### src/rtl/ahbl_splitter_burst_pkg.sv
// ahbl_splitter_burst_pkg
// Shared AHB-lite encodings and error-FSM states for the burst-aware splitter.
//   HTRANS_* : transfer-type encodings
//   HBURST_SINGLE : the only burst type that does not arm the burst lock
//   err_state_e : decode-error response FSM (OK -> ERR1 -> ERR2)
package ahbl_splitter_burst_pkg;

  localparam logic [1:0] HTRANS_IDLE   = 2'b00;
  localparam logic [1:0] HTRANS_BUSY   = 2'b01;
  localparam logic [1:0] HTRANS_NONSEQ = 2'b10;
  localparam logic [1:0] HTRANS_SEQ    = 2'b11;

  localparam logic [2:0] HBURST_SINGLE = 3'b000;

  typedef enum logic [1:0] {
    ST_OK   = 2'd0,
    ST_ERR1 = 2'd1,
    ST_ERR2 = 2'd2
  } err_state_e;

endpackage

### src/rtl/ahbl_splitter_burst_if.sv
// ahbl_splitter_burst_if
// Bus bundle between one AHB-lite master and N slave ports.
//   src_* : master-side bus (address/control/wdata in, hready_resp/hresp/hrdata out)
//   dst_* : per-port slave-side bus, packed [N_PORTS-1:0][field]
// Modports:
//   slave  : the splitter's view (it is the master's slave)
//   master : the environment's view (drives src_*, returns dst_* responses)
interface ahbl_splitter_burst_if #(
  parameter int N_PORTS = 2,
  parameter int W_ADDR  = 32,
  parameter int W_DATA  = 32
);
  logic                             src_hready;
  logic                             src_hready_resp;
  logic                             src_hresp;
  logic [W_ADDR-1:0]                src_haddr;
  logic                             src_hwrite;
  logic [1:0]                       src_htrans;
  logic [2:0]                       src_hsize;
  logic [2:0]                       src_hburst;
  logic [3:0]                       src_hprot;
  logic                             src_hmastlock;
  logic [W_DATA-1:0]                src_hwdata;
  logic [W_DATA-1:0]                src_hrdata;

  logic [N_PORTS-1:0]               dst_hready;
  logic [N_PORTS-1:0]               dst_hready_resp;
  logic [N_PORTS-1:0]               dst_hresp;
  logic [N_PORTS-1:0][W_ADDR-1:0]   dst_haddr;
  logic [N_PORTS-1:0]               dst_hwrite;
  logic [N_PORTS-1:0][1:0]          dst_htrans;
  logic [N_PORTS-1:0][2:0]          dst_hsize;
  logic [N_PORTS-1:0][2:0]          dst_hburst;
  logic [N_PORTS-1:0][3:0]          dst_hprot;
  logic [N_PORTS-1:0]               dst_hmastlock;
  logic [N_PORTS-1:0][W_DATA-1:0]   dst_hwdata;
  logic [N_PORTS-1:0][W_DATA-1:0]   dst_hrdata;

  modport slave (
    input  src_hready, src_haddr, src_hwrite, src_htrans, src_hsize, src_hburst,
           src_hprot, src_hmastlock, src_hwdata,
    output src_hready_resp, src_hresp, src_hrdata,
    output dst_hready, dst_haddr, dst_hwrite, dst_htrans, dst_hsize, dst_hburst,
           dst_hprot, dst_hmastlock, dst_hwdata,
    input  dst_hready_resp, dst_hresp, dst_hrdata
  );

  modport master (
    output src_hready, src_haddr, src_hwrite, src_htrans, src_hsize, src_hburst,
           src_hprot, src_hmastlock, src_hwdata,
    input  src_hready_resp, src_hresp, src_hrdata,
    input  dst_hready, dst_haddr, dst_hwrite, dst_htrans, dst_hsize, dst_hburst,
           dst_hprot, dst_hmastlock, dst_hwdata,
    output dst_hready_resp, dst_hresp, dst_hrdata
  );

endinterface

### src/rtl/ahbl_priority_sel.sv
// ahbl_priority_sel
// Lowest-set-bit one-hot picker; overlapping address regions resolve to the
// lowest port index.
//   req : request vector
//   gnt : one-hot (or zero) grant
module ahbl_priority_sel #(
  parameter int N = 2
) (
  input  logic [N-1:0] req,
  output logic [N-1:0] gnt
);
  // Two's complement isolates the lowest set bit.
  assign gnt = req & (~req + N'(1));
endmodule

### src/rtl/onehot_mux.sv
// onehot_mux
// AND-OR multiplexer for a one-hot select; all-zero select yields zero.
//   sel  : one-hot select
//   din  : packed inputs, one word per select bit
//   dout : selected word
module onehot_mux #(
  parameter int N = 2,
  parameter int W = 32
) (
  input  logic [N-1:0]        sel,
  input  logic [N-1:0][W-1:0] din,
  output logic [W-1:0]        dout
);
  always_comb begin
    dout = '0;
    for (int i = 0; i < N; i++) dout = dout | (din[i] & {W{sel[i]}});
  end
endmodule

### src/rtl/ahbl_splitter_burst.sv
// ahbl_splitter_burst
// AHB-lite 1:N splitter. Decodes the address phase to a slave port, pins all
// beats of a burst to the port that took its NONSEQ beat, and answers
// unmapped/unconnected transfers with the two-cycle ERROR response.
//   clk, rst  : clock, synchronous active-high reset
//   bus       : master + per-port slave bus (slave modport)
//   err_count : saturating count of decode errors
//   err_addr  : address of the most recent decode error
//   err_pulse : high during the second ERROR cycle
module ahbl_splitter_burst
  import ahbl_splitter_burst_pkg::*;
#(
  parameter int                          N_PORTS   = 2,
  parameter int                          W_ADDR    = 32,
  parameter int                          W_DATA    = 32,
  parameter logic [N_PORTS*W_ADDR-1:0]   ADDR_MAP  = '0,
  parameter logic [N_PORTS*W_ADDR-1:0]   ADDR_MASK = '0,
  parameter logic [N_PORTS-1:0]          CONN_MASK = '1,
  parameter int                          W_ERRCNT  = 8
) (
  input  logic                 clk,
  input  logic                 rst,
  ahbl_splitter_burst_if.slave bus,
  output logic [W_ERRCNT-1:0]  err_count,
  output logic [W_ADDR-1:0]    err_addr,
  output logic                 err_pulse
);

  logic [N_PORTS-1:0]              match, sel_a, eff_sel, sel_d, burst_sel;
  logic                            dec_err_a, lock_use, eff_err, err_acc;
  logic                            burst_active, burst_err, err_d;
  logic [N_PORTS-1:0][W_DATA+1:0]  resp_in;
  logic [W_DATA+1:0]               resp_out;
  err_state_e                      state, state_nxt;

  // Address decode per port.
  for (genvar i = 0; i < N_PORTS; i++) begin : g_dec
    localparam logic [W_ADDR-1:0] MAP = ADDR_MAP[i*W_ADDR +: W_ADDR];
    localparam logic [W_ADDR-1:0] MSK = ADDR_MASK[i*W_ADDR +: W_ADDR];
    assign match[i] = ((bus.src_haddr & MSK) == MAP) && CONN_MASK[i];
  end

  ahbl_priority_sel #(.N(N_PORTS)) u_pick (.req(match), .gnt(sel_a));

  // htrans[1] is set for NONSEQ and SEQ only.
  assign dec_err_a = bus.src_htrans[1] && (match == '0);

  // Inside a burst, SEQ/BUSY follow the NONSEQ's decision regardless of address,
  // so a burst crossing a region boundary stays on one port.
  assign lock_use = burst_active &&
                    (bus.src_htrans == HTRANS_SEQ || bus.src_htrans == HTRANS_BUSY);
  assign eff_sel  = lock_use ? burst_sel : sel_a;
  assign eff_err  = (lock_use ? burst_err : dec_err_a) && bus.src_htrans[1];
  assign err_acc  = bus.src_hready && eff_err;

  // Fan-out to slave ports.
  assign bus.dst_hready    = {N_PORTS{bus.src_hready}};
  assign bus.dst_haddr     = {N_PORTS{bus.src_haddr}};
  assign bus.dst_hwrite    = {N_PORTS{bus.src_hwrite}};
  assign bus.dst_hsize     = {N_PORTS{bus.src_hsize}};
  assign bus.dst_hburst    = {N_PORTS{bus.src_hburst}};
  assign bus.dst_hprot     = {N_PORTS{bus.src_hprot}};
  assign bus.dst_hmastlock = {N_PORTS{bus.src_hmastlock}};
  assign bus.dst_hwdata    = {N_PORTS{bus.src_hwdata}};

  always_comb begin
    for (int i = 0; i < N_PORTS; i++) begin
      bus.dst_htrans[i] = (!rst && eff_sel[i]) ? bus.src_htrans : HTRANS_IDLE;
      resp_in[i]        = {bus.dst_hready_resp[i], bus.dst_hresp[i], bus.dst_hrdata[i]};
    end
  end

  // Burst lock, data-phase select and error recording.
  always_ff @(posedge clk) begin
    if (rst) begin
      burst_active <= 1'b0;
      burst_sel    <= '0;
      burst_err    <= 1'b0;
      sel_d        <= '0;
      err_d        <= 1'b0;
      err_addr     <= '0;
      err_count    <= '0;
      err_pulse    <= 1'b0;
    end else begin
      if (bus.src_hready) begin
        sel_d <= eff_sel;
        err_d <= eff_err;
        if (bus.src_htrans == HTRANS_NONSEQ) begin
          burst_active <= (bus.src_hburst != HBURST_SINGLE);
          burst_sel    <= sel_a;
          burst_err    <= dec_err_a;
        end else if (bus.src_htrans == HTRANS_IDLE) begin
          burst_active <= 1'b0;
        end
        if (eff_err) err_addr <= bus.src_haddr;
      end
      if (state_nxt == ST_ERR1 && state != ST_ERR1 && err_count != '1)
        err_count <= err_count + 1'b1;
      err_pulse <= (state_nxt == ST_ERR2);
    end
  end

  // Error FSM. It enters ERR1 on the same edge that accepts the erroring
  // transfer, so the first data-phase cycle is already the wait cycle.
  always_ff @(posedge clk) begin
    if (rst) state <= ST_OK;
    else     state <= state_nxt;
  end

  always_comb begin
    state_nxt = state;
    unique case (state)
      ST_OK:   if (err_acc) state_nxt = ST_ERR1;
      ST_ERR1: state_nxt = ST_ERR2;
      ST_ERR2: state_nxt = err_acc ? ST_ERR1 : ST_OK;
      default: state_nxt = ST_OK;
    endcase
  end

  // Response path depends on registered state and slave responses only.
  onehot_mux #(.N(N_PORTS), .W(W_DATA + 2)) u_rmux (
    .sel (sel_d),
    .din (resp_in),
    .dout(resp_out)
  );

  always_comb begin
    bus.src_hready_resp = 1'b1;
    bus.src_hresp       = 1'b0;
    bus.src_hrdata      = resp_out[W_DATA-1:0];
    if (err_d) begin
      // err_d is set exactly while the FSM is in ERR1/ERR2.
      bus.src_hready_resp = (state == ST_ERR2);
      bus.src_hresp       = 1'b1;
    end else if (|sel_d) begin
      bus.src_hready_resp = resp_out[W_DATA+1];
      bus.src_hresp       = resp_out[W_DATA];
    end
  end

endmodule

### src/flat_wrapper.sv
// flat-port wrapper written by rule: the top's interface ports become plain ports
module ahbl_splitter_burst_flat import ahbl_splitter_burst_pkg::*;
#(
  parameter int                          N_PORTS   = 2,
  parameter int                          W_ADDR    = 32,
  parameter int                          W_DATA    = 32,
  parameter logic [N_PORTS*W_ADDR-1:0]   ADDR_MAP  = '0,
  parameter logic [N_PORTS*W_ADDR-1:0]   ADDR_MASK = '0,
  parameter logic [N_PORTS-1:0]          CONN_MASK = '1,
  parameter int                          W_ERRCNT  = 8
)
  (clk, rst, err_count, err_addr, err_pulse, bus_src_hready, bus_src_haddr, bus_src_hwrite, bus_src_htrans, bus_src_hsize, bus_src_hburst, bus_src_hprot, bus_src_hmastlock, bus_src_hwdata, bus_src_hready_resp, bus_src_hresp, bus_src_hrdata, bus_dst_hready, bus_dst_haddr, bus_dst_hwrite, bus_dst_htrans, bus_dst_hsize, bus_dst_hburst, bus_dst_hprot, bus_dst_hmastlock, bus_dst_hwdata, bus_dst_hready_resp, bus_dst_hresp, bus_dst_hrdata);
  ahbl_splitter_burst_if #(.N_PORTS(N_PORTS), .W_ADDR(W_ADDR), .W_DATA(W_DATA)) bus_i ();
  input  logic clk;
  input  logic rst;
  output logic [W_ERRCNT-1:0] err_count;
  output logic [W_ADDR-1:0] err_addr;
  output logic err_pulse;
  input wire logic [$bits(bus_i.src_hready)-1:0] bus_src_hready;
  input wire logic [$bits(bus_i.src_haddr)-1:0] bus_src_haddr;
  input wire logic [$bits(bus_i.src_hwrite)-1:0] bus_src_hwrite;
  input wire logic [$bits(bus_i.src_htrans)-1:0] bus_src_htrans;
  input wire logic [$bits(bus_i.src_hsize)-1:0] bus_src_hsize;
  input wire logic [$bits(bus_i.src_hburst)-1:0] bus_src_hburst;
  input wire logic [$bits(bus_i.src_hprot)-1:0] bus_src_hprot;
  input wire logic [$bits(bus_i.src_hmastlock)-1:0] bus_src_hmastlock;
  input wire logic [$bits(bus_i.src_hwdata)-1:0] bus_src_hwdata;
  output wire logic [$bits(bus_i.src_hready_resp)-1:0] bus_src_hready_resp;
  output wire logic [$bits(bus_i.src_hresp)-1:0] bus_src_hresp;
  output wire logic [$bits(bus_i.src_hrdata)-1:0] bus_src_hrdata;
  output wire logic [$bits(bus_i.dst_hready)-1:0] bus_dst_hready;
  output wire logic [$bits(bus_i.dst_haddr)-1:0] bus_dst_haddr;
  output wire logic [$bits(bus_i.dst_hwrite)-1:0] bus_dst_hwrite;
  output wire logic [$bits(bus_i.dst_htrans)-1:0] bus_dst_htrans;
  output wire logic [$bits(bus_i.dst_hsize)-1:0] bus_dst_hsize;
  output wire logic [$bits(bus_i.dst_hburst)-1:0] bus_dst_hburst;
  output wire logic [$bits(bus_i.dst_hprot)-1:0] bus_dst_hprot;
  output wire logic [$bits(bus_i.dst_hmastlock)-1:0] bus_dst_hmastlock;
  output wire logic [$bits(bus_i.dst_hwdata)-1:0] bus_dst_hwdata;
  input wire logic [$bits(bus_i.dst_hready_resp)-1:0] bus_dst_hready_resp;
  input wire logic [$bits(bus_i.dst_hresp)-1:0] bus_dst_hresp;
  input wire logic [$bits(bus_i.dst_hrdata)-1:0] bus_dst_hrdata;
  assign bus_i.src_hready = bus_src_hready;
  assign bus_i.src_haddr = bus_src_haddr;
  assign bus_i.src_hwrite = bus_src_hwrite;
  assign bus_i.src_htrans = bus_src_htrans;
  assign bus_i.src_hsize = bus_src_hsize;
  assign bus_i.src_hburst = bus_src_hburst;
  assign bus_i.src_hprot = bus_src_hprot;
  assign bus_i.src_hmastlock = bus_src_hmastlock;
  assign bus_i.src_hwdata = bus_src_hwdata;
  assign bus_src_hready_resp = bus_i.src_hready_resp;
  assign bus_src_hresp = bus_i.src_hresp;
  assign bus_src_hrdata = bus_i.src_hrdata;
  assign bus_dst_hready = bus_i.dst_hready;
  assign bus_dst_haddr = bus_i.dst_haddr;
  assign bus_dst_hwrite = bus_i.dst_hwrite;
  assign bus_dst_htrans = bus_i.dst_htrans;
  assign bus_dst_hsize = bus_i.dst_hsize;
  assign bus_dst_hburst = bus_i.dst_hburst;
  assign bus_dst_hprot = bus_i.dst_hprot;
  assign bus_dst_hmastlock = bus_i.dst_hmastlock;
  assign bus_dst_hwdata = bus_i.dst_hwdata;
  assign bus_i.dst_hready_resp = bus_dst_hready_resp;
  assign bus_i.dst_hresp = bus_dst_hresp;
  assign bus_i.dst_hrdata = bus_dst_hrdata;
  ahbl_splitter_burst #(.N_PORTS(N_PORTS), .W_ADDR(W_ADDR), .W_DATA(W_DATA), .ADDR_MAP(ADDR_MAP), .ADDR_MASK(ADDR_MASK), .CONN_MASK(CONN_MASK), .W_ERRCNT(W_ERRCNT)) u_core (.clk(clk), .rst(rst), .bus(bus_i), .err_count(err_count), .err_addr(err_addr), .err_pulse(err_pulse));
endmodule
### config.mk
export PLATFORM = sky130hd
export DESIGN_NAME = ahbl_splitter_burst_flat
export DESIGN_NICKNAME = d
export VERILOG_FILES = /design/src/rtl/ahbl_splitter_burst_pkg.sv /design/src/rtl/ahbl_splitter_burst_if.sv /design/src/rtl/ahbl_priority_sel.sv /design/src/rtl/onehot_mux.sv /design/src/rtl/ahbl_splitter_burst.sv /design/src/flat_wrapper.sv
export SDC_FILE = /design/constraint.sdc
export NUM_CORES = 1
export LEC_CHECK = 0
export BUFFER_PORTS_ARGS = -buffer_cell sky130_fd_sc_hd__buf_4
export CAP_MARGIN = 40
export CORE_AREA = 2 2 149 151
export DETAILED_ROUTE_END_ITERATION = 6
export DIE_AREA = 0 0 151 153
export GPL_ROUTABILITY_DRIVEN = 1
export PLACE_DENSITY = 0.35
export SYNTH_ARGS = -nofsm -noshare
export SYNTH_HDL_FRONTEND = slang
export SYNTH_SLANG_ARGS = --single-unit
### constraint.sdc
create_clock -name clk -period 0.9 [get_ports clk]
set_input_delay 0.18 -clock clk [delete_from_list [all_inputs] [get_ports clk]]
set_output_delay 0.18 -clock clk [all_outputs]
set_load 0.05 [all_outputs]
==> results.tsv, run 1 <==
stage	metric	value	unit
status	outcome	complete, but fails checks	
grt	grt_use_met3	3.85	%
critical_path	path_class	flop to output port	
floorplanning	rows	54	
sta	hold_viol	0	
synth	synthTopCellsByArea	buf_4 (68%), dfxtp_1 (13%), and2_1 (9.9%)	
critical_path	reg2reg_to	u_core.sel_d[0]	
grt	grt_use_total	3.33	%
layout	seq_area	278	sq um
sta	setup_viol	46	
grt	grt_max_degree	25	
clock_tree	clockRootBuffer	clkbuf_16	
sta	skew	5.03	ps
floorplanning	fp.dieH	153	microns
clock_tree	clockBufferDepth	2	
route	vias	1137	
synth	seq_area_frac_synth	12.5	%
grt	busiest_layer	met2	
layout	drive_gt1_share	76.0	%
power	irDropWorstVdd	0.355	mV
floorplanning	fp.dieArea	0.0231	sq mm
critical_path	worstReg2RegStart	u_core.burst_sel[0]	
critical_path	cp_top_family	flip-flops	
clock_tree	holdBufCountCts	0	
sta	holdWs	157	ps
min_path	min_path_cells	2	
route	drtPass1Iterations	2	
clock_tree	cts_tree	done	
layout	syn2layout_area_growth	23.5	%
critical_path	crit_required	720	ps
min_path	hold_end	u_core.err_count[4]	
grt	use_met2	4.74	%
sta	min_period	1330	ps
synth	synth-edff-count	0	
clock_tree	htreeDepth	1	
grt	grt_pass1_vias	1174	
critical_path	critPathArrivalTime	1150	ps
place	gp_congestion	0.693	
clock_tree	cts_sinks	13	
sta	layout_setup_ws	-429	ps
layout	nFillCells	2486	
place	placedCellCount	489	
place	io_buffer_count	94	
sta	slew_violations	0	
critical_path	rr_worst_depth	4	
route	via_per_inst	2.27	
synth	yosys_warnings	0	
sta	rsz0062_at_grt	true	
floorplanning	core	0.0215	sq mm
route	wire_per_inst	8.96	microns
floorplanning	die_w	151	microns
layout	instances_no_fill	501	
synth	synth-main-ff-cell	dfxtp_1	
synth	async_reset_ff_share	0	%
route	drtIter0Drc	6	
critical_path	crit_path_end_kind	output port	
layout	n_antenna_cell	0	
grt	antenna_found_initial	0	
floorplanning	start_util	9.67	%
sta	fin_tns_setup	-14820	ps
layout	finalNetCount	371	
critical_path	cpMaxStageDelayCell	dfxtp_4	
critical_path	r2r_setup_slack	-140	ps
route	final_antenna_net_count	0	
critical_path	startpoint_type	flop	
synth	ys_types	19	
power	p_per_area	1170	mW/mm^2
critical_path	slowest_delay	440	ps
status	violations	setup timing	
critical_path	crit_path_cell_trace	clkbuf_16, and2_4, buf_8	
sta	max_freq	752	MHz
synth	synth_area_leader_cell	buf_4	
min_path	worstHoldPathType	input pin to flop	
critical_path	critPathBufInv	2	
synth	ys_ff_latch	13	
synth	synthesis.area	0.00208	sq mm
grt	grt_pass1_wl	5870	microns
min_path	min_from	rst	
place	dp.final_hpwl	3360	microns
power	p_leak	1.15	nW
route	wirelength	4490	microns
layout	multi_input_area	611	sq um
synth	synth_top_area_share	67.9	%
route	remaining_drc_errors	0	
clock_tree	cts.clk_slew.worst_paths	50	ps
floorplanning	io_pins	382	
power	total_power	3.00	mW
clock_tree	clock_latency	250	ps
synth	syn_inst	263	
synth	synth_most_common_cell	buf_4	
critical_path	path_max_fanout	7	
grt	grt_overflow	0	
sta	fin_crit_sh	148	%
run	maxCapViolations	0	
synth	synth_common_cells	buf_4 (188), and2_1 (33), dfxtp_1 (13), nor2b_1 (9)	
grt	use_met1	2.92	%
synth	synth_area_per_cell	7.90	sq um
clock_tree	cts_buffers	3	
## how the worst max path moves through the flow
stage	startpoint	endpoint	cells after the start
2_1_floorplan	u_core.burst_active	bus_dst_htrans[1]	2
3_3_place_gp	u_core.burst_sel[0]	bus_dst_htrans[1]	3
3_5_place_dp	u_core.burst_sel[0]	bus_dst_htrans[1]	3
4_1_cts	u_core.burst_sel[0]	bus_dst_htrans[1]	3
5_1_grt	u_core.burst_sel[0]	bus_dst_htrans[1]	3
6_report	u_core.sel_d[0]	bus_src_hrdata[5]	3
## layer usage
metal  vias up  routed length, microns
met5         -                       0
met4         0                     112
met3        17                     937
met2       140                    2100
met1       490                    1330
li1        490                       -
## cell type report
class,instances,area share [%]
Timing Repair Buffer,112,48.2
Multi-Input combinational cell,89,23.8
Tap cell,280,13.6
Sequential cell,13,10.8
Clock buffer,3,2.92
Inverter,3,0.439
Clock inverter,1,0.195
## worst reg2reg max path, stage by stage, from the launching register on
cell,delay (ps)
dfxtp_2,330
and3b_4,210
buf_4,130
buf_6,100
a211oi_2,190
## registers in the layout, summed over array words and instances, names as in the netlist
signal and flops:
u_core.err_count 8, u_core.burst_active 1, u_core.state 2, u_core.burst_sel 1
u_core.sel_d 1
## through the flow
| stage | setup slack (ps) | area (sq um) | utilization (%) |
|---|---|---|---|
| finish | -429 | 2570 | 11.9 |
| global route | -484 | 2570 | 11.9 |
| CTS | -438 | 2440 | 11.4 |
| detailed placement | -180 | 2020 | 9.40 |
| global placement | -175 | 2020 | 9.40 |
| floorplan | -277 | 2340 | - |
## power by group
group,leakage [nW],switching (mW),internal (mW)
clock,0.0409,0.289,0.594
sequential,0.112,0.0213,0.591
combinational,0.997,0.919,0.585
total,1.15,1.23,1.77
## timing repair
| item | CTS | global route |
|---|---|---|
| cloned | 1 | 3 |
| pin swaps | 2 | 3 |
| endpoints found under the setup margin | 46 | 46 |
| buffers inserted | 0 | 4 |
| gates resized for setup | 97 | 10 |
## placed cells by master, fill, tap and decap left out, types with 2 or more instances in the layout
cell type	synthesis	layout
and2_4	0	33
dfxtp_2	0	11
buf_4	188	59
clkbuf_16	0	5
inv_1	3	2
nor2b_1	9	9
conb_1	1	35
buf_8	0	43
buf_6	1	7
## kinds of logic (layout without fill, tap and decap cells)
logic type             Yosys count  count (layout)  synth area share, %
AOI/OAI and AO/OA                4               4                 1.99
buffers and inverters          195             119                 69.7
DFF                             13              13                 12.5
other                            1              35                0.180
and+or+nand+nor                 50              50                 15.6
No activity file was read; power rests on OpenSTA's default activity.
==> run 2: changes to the inputs <==
--- a/config.mk
+++ b/config.mk
@@ -6,12 +6,13 @@
 export NUM_CORES = 1
 export LEC_CHECK = 0
 export BUFFER_PORTS_ARGS = -buffer_cell sky130_fd_sc_hd__buf_4
-export CAP_MARGIN = 40
+export CAP_MARGIN = 20
 export CORE_AREA = 2 2 149 151
 export DETAILED_ROUTE_END_ITERATION = 6
 export DIE_AREA = 0 0 151 153
 export GPL_ROUTABILITY_DRIVEN = 1
 export PLACE_DENSITY = 0.35
+export RECOVER_POWER = 100
 export SYNTH_ARGS = -nofsm -noshare
 export SYNTH_HDL_FRONTEND = slang
 export SYNTH_SLANG_ARGS = --single-unit
==> run 2 against run 1 <==
  * The flow still finishes with violations (setup timing)
  * Clock skew is the same
  * Wire length shrank 0.13%
  * Die area is the same
  * Design area shrank 1.3%
  * Sequential power is essentially flat
  * Combinational power is essentially flat
  * First-iteration DRC count is the same
  * Worst hold slack is essentially flat
  * Via count is the same
  * Global-route usage is the same
  * Clock power is essentially flat
  * Highest routed layer unchanged
==> results.tsv, run 2 (same netlist as run 1, synthesis figures left out) <==
stage	metric	value	unit
layout	finalNetCount	371	
layout	syn2layout_area_growth	22.0	%
layout	largestRegisters	u_core.err_count x8, u_core.state x2	
floorplanning	fp.dieH	153	microns
critical_path	cp_top_family	flip-flops	
floorplanning	die_w	151	microns
floorplanning	io_pins	382	
route	remaining_drc_errors	0	
floorplanning	start_util	9.67	%
power	total_power	2.99	mW
critical_path	critPathBufInv	2	
sta	rsz0062_at_grt	true	
grt	antenna_found_initial	0	
critical_path	path_max_fanout	7	
layout	final_cell_area	0.00253	sq mm
layout	final_common_cell	buf_4	
layout	final_cell_mix	buf_4 (51), buf_8 (43), conb_1 (35)	
route	vias	1137	
layout	drive_gt1_share	71.5	%
grt	grt_pass1_wl	5870	microns
sta	hold_viol	0	
critical_path	slowest_delay	440	ps
route	wire_per_inst	8.94	microns
critical_path	worstReg2RegStart	u_core.burst_sel[0]	
run	maxCapViolations	0	
clock_tree	clock_latency	250	ps
sta	layout_setup_ws	-429	ps
clock_tree	cts.clk_slew.worst_paths	50	ps
sta	fin_tns_setup	-15110	ps
critical_path	crit_path_end_kind	output port	
min_path	worstHoldPathType	input pin to flop	
clock_tree	cts_buffers	3	
sta	fin_crit_sh	148	%
place	placedCellCount	489	
status	violations	setup timing	
sta	min_period	1330	ps
clock_tree	holdBufCountCts	0	
route	via_per_inst	2.27	
grt	grt_use_total	3.33	%
critical_path	path_class	flop to output port	
sta	slew_violations	0	
clock_tree	clockRootBuffer	clkbuf_16	
route	drtIter0Drc	6	
grt	grt_pass1_vias	1174	
layout	instances_no_fill	501	
power	irDropWorstVdd	0.406	mV
critical_path	rr_worst_depth	4	
power	p_per_area	1180	mW/mm^2
clock_tree	cts_sinks	13	
sta	skew	5.03	ps
floorplanning	core	0.0215	sq mm
place	io_buffer_count	94	
place	postPlaceCellArea	0.00202	sq mm
critical_path	cp.depth	3	
route	wirelength	4480	microns
sta	max_freq	752	MHz
grt	grt_overflow	0	
floorplanning	rows	54	
place	gp_congestion	0.693	
critical_path	startpoint_type	flop	
layout	nFillCells	2494	
layout	n_antenna_cell	0	
route	drtPass1Iterations	2	
route	final_antenna_net_count	0	
sta	setup_viol	46	
clock_tree	htreeDepth	1	
critical_path	crit_required	720	ps
critical_path	critPathArrivalTime	1150	ps
clock_tree	cts_tree	done	
status	outcome	complete, but fails checks	
layout	top_register	u_core.err_count	
critical_path	crit_start	u_core.sel_d[0]	
sta	holdWs	157	ps
place	dp.final_hpwl	3360	microns
min_path	min_path_cells	2	
floorplanning	fp.dieArea	0.0231	sq mm
min_path	min_from	bus_src_hready	
critical_path	crit_path_cell_trace	clkbuf_16, and2_4, buf_8	
layout	largest_register_ffs	8	
grt	grt_max_degree	25	
power	p_leak	1.14	nW
clock_tree	clockBufferDepth	2	
critical_path	cpMaxStageDelayCell	dfxtp_4	
run 2: changes by cell type in the layout (fill, tap and decap cells not counted):
| cell | previous run | this run |
|---|---|---|
| clkbuf_2 | 0 | 8 |
| dfxtp_2 | 11 | 1 |
| buf_4 | 59 | 51 |
| dfxtp_1 | 1 | 11 |
run 2: through the flow:
| step | worst slack [ps] | utilization (%) |
|---|---|---|
| finish | -429 | 11.8 |
| CTS | -438 | 11.4 |
| floorplan | -277 | - |
| detailed placement | -180 | 9.40 |
| global placement | -175 | 9.40 |
| global route | -484 | 11.8 |
run 2: power by group:
part	switching [mW]	total (mW)	internal, mW
Sequential	0.0213	0.611	0.590
Clock	0.289	0.882	0.594
Combinational	0.919	1.49	0.573
run 2: final timing paths:
check | end | slack [ps]
max reg2reg | u_core.sel_d[0] | -140
min reg2reg | u_core.state[1] | 440
min | u_core.sel_d[0] | 160
max | bus_src_hrdata[5] | -430
run 2: cell type report:
class                      count  area [sq um]  area share (%)
multi-input combinational     89           611            24.1
inverter                       3          11.3           0.444
clock inverter                 1          5.00           0.197
sequential                    13           265            10.5
timing repair buffer         112          1220            48.0
tap                          280           350            13.8
clock buffer                   3          75.1            2.96
run 2: layer usage:
layer  track usage, %  up-vias  share of wire, %  routed length, microns
li1                 -      490                 -                       -
met1             2.92      490                30                    1330
met2             4.74      140                47                    2100
met3             3.85       17                21                     938
met4             1.38        0               2.5                     112
met5                0        -                 0                       0
run 2: what timing repair did:
action                                  4_1_cts  5_1_grt
endpoints found under the setup margin       46       46
gates cloned                                  1        3
buffers inserted                              0        4
gates resized for setup                      97       10
pin swaps                                     2        3
==> run 3: changes to the inputs <==
--- a/config.mk
+++ b/config.mk
@@ -13,6 +13,7 @@
 export GPL_ROUTABILITY_DRIVEN = 1
 export PLACE_DENSITY = 0.35
 export RECOVER_POWER = 100
+export SKIP_CTS_REPAIR_TIMING = 1
 export SYNTH_ARGS = -nofsm -noshare
 export SYNTH_HDL_FRONTEND = slang
 export SYNTH_SLANG_ARGS = --single-unit
==> run 3 against run 2 <==
  * Fmax up 0.70%
  * Sequential share of layout area grew 0.52 points
  * Core utilization about the same
  * The run still ends with setup timing left
  * Die area is the same
  * Largest cell class unchanged
  * Clock power about the same
  * Wire length fell by 2.4%
  * Global-route usage decreased by 0.19 points
  * First-iteration DRC count is 17% lower
  * Clock skew is essentially flat
  * Sequential power about the same
==> results.tsv, run 3 (same netlist as run 1, synthesis figures left out) <==
stage	metric	value	unit
status	outcome	complete, but fails checks	
status	violations	setup timing	
critical_path	startpoint_type	flop	
critical_path	crit_path_end_kind	output port	
floorplanning	core	0.0215	sq mm
place	io_buffer_count	94	
layout	drive_gt1_share	75.9	%
layout	syn2layout_area_growth	21.7	%
min_path	min_from	rst	
route	drtIter0Drc	5	
grt	grt_max_degree	25	
floorplanning	rows	54	
min_path	worstHoldPathType	input pin to flop	
sta	slew_violations	0	
layout	nFillCells	2488	
critical_path	path_class	flop to output port	
power	p_leak	1.13	nW
grt	antenna_found_initial	0	
route	remaining_drc_errors	0	
critical_path	crit_required	720	ps
layout	final_common_cell	buf_4	
grt	grt_pass1_wl	5500	microns
sta	fin_crit_sh	147	%
critical_path	rr_worst_depth	4	
sta	layout_setup_ws	-420	ps
layout	n_antenna_cell	0	
clock_tree	htreeDepth	1	
sta	hold_viol	0	
sta	holdWs	158	ps
route	wirelength	4370	microns
grt	grt_use_total	3.14	%
route	vias	1132	
floorplanning	die_w	151	microns
power	p_per_area	1170	mW/mm^2
critical_path	critPathArrivalTime	1140	ps
place	postPlaceCellArea	0.00202	sq mm
clock_tree	clock_latency	250	ps
layout	final_util	11.8	%
sta	fin_tns_setup	-14300	ps
floorplanning	fp.dieH	153	microns
clock_tree	clockRootBuffer	clkbuf_16	
layout	final_cell_mix	buf_4 (59), buf_8 (40), conb_1 (35)	
sta	rsz0062_at_grt	true	
sta	setup_viol	46	
place	gp_congestion	0.693	
power	irDropWorstVdd	0.354	mV
clock_tree	cts.clk_slew.worst_paths	50	ps
floorplanning	io_pins	382	
critical_path	crit_start	u_core.burst_sel[0]	
critical_path	path_max_fanout	2	
sta	min_period	1320	ps
layout	top_register	u_core.err_count	
sta	max_freq	757	MHz
floorplanning	start_util	9.67	%
clock_tree	cts_buffers	3	
route	wire_per_inst	8.74	microns
clock_tree	clockBufferDepth	2	
clock_tree	cts_tree	done	
floorplanning	fp.dieArea	0.0231	sq mm
route	via_per_inst	2.26	
min_path	min_path_cells	2	
clock_tree	cts_sinks	13	
route	final_antenna_net_count	0	
grt	grt_overflow	0	
layout	finalNetCount	370	
layout	largestRegisters	u_core.err_count x8, u_core.state x2	
critical_path	worstReg2RegStart	u_core.burst_sel[0]	
layout	final_cell_area	0.00253	sq mm
grt	grt_pass1_vias	1086	
route	drtPass1Iterations	4	
layout	largest_register_ffs	8	
place	dp.final_hpwl	3360	microns
sta	skew	4.98	ps
run	maxCapViolations	0	
-- run 3: final cells by class --
| type | instances | area (sq um) | share of cell area (%) |
|---|---|---|---|
| Multi-Input combinational cell | 89 | 608 | 24.0 |
| Clock inverter | 1 | 5.00 | 0.198 |
| Sequential cell | 13 | 278 | 11.0 |
| Inverter | 3 | 11.3 | 0.445 |
| Tap cell | 280 | 350 | 13.9 |
| Timing Repair Buffer | 111 | 1200 | 47.5 |
| Clock buffer | 3 | 75.1 | 2.97 |
-- run 3: final timing paths --
kind	slack (ps)	end
min	160	u_core.err_count[4]
max reg2reg	-110	u_core.sel_d[0]
max	-420	bus_dst_htrans[1]
min reg2reg	440	u_core.state[1]
-- run 3: routing by layer --
| metal | up-vias | track usage [%] | share of wire (%) |
|---|---|---|---|
| met3 | 17 | 3.55 | 22 |
| met2 | 140 | 4.44 | 47 |
| met5 | - | 0 | 0 |
| met1 | 487 | 2.79 | 29 |
| li1 | 488 | - | - |
| met4 | 0 | 1.38 | 2.6 |
-- run 3: power by group --
| group | switching (mW) | internal (mW) | leakage (nW) | total (mW) |
|---|---|---|---|---|
| clock | 0.288 | 0.594 | 0.0409 | 0.882 |
| combinational | 0.912 | 0.565 | 0.980 | 1.48 |
| sequential | 0.0196 | 0.591 | 0.112 | 0.610 |
-- run 3: metrics by stage --
| stage | cells | setup WS (ps) | power [mW] |
|---|---|---|---|
| finish | 500 | -420 | 2.97 |
| global route | 500 | -484 | 3.11 |
| CTS | 493 | -461 | 2.81 |
| detailed placement | 489 | -180 | 1.89 |
| global placement | 489 | -175 | 1.89 |
| floorplan | 297 | -277 | 3.42 |
-- run 3: critical path: stages, from the launching register on --
cell,delay [ps]
dfxtp_2,330
and3b_4,210
nor3b_4,170
buf_6,180
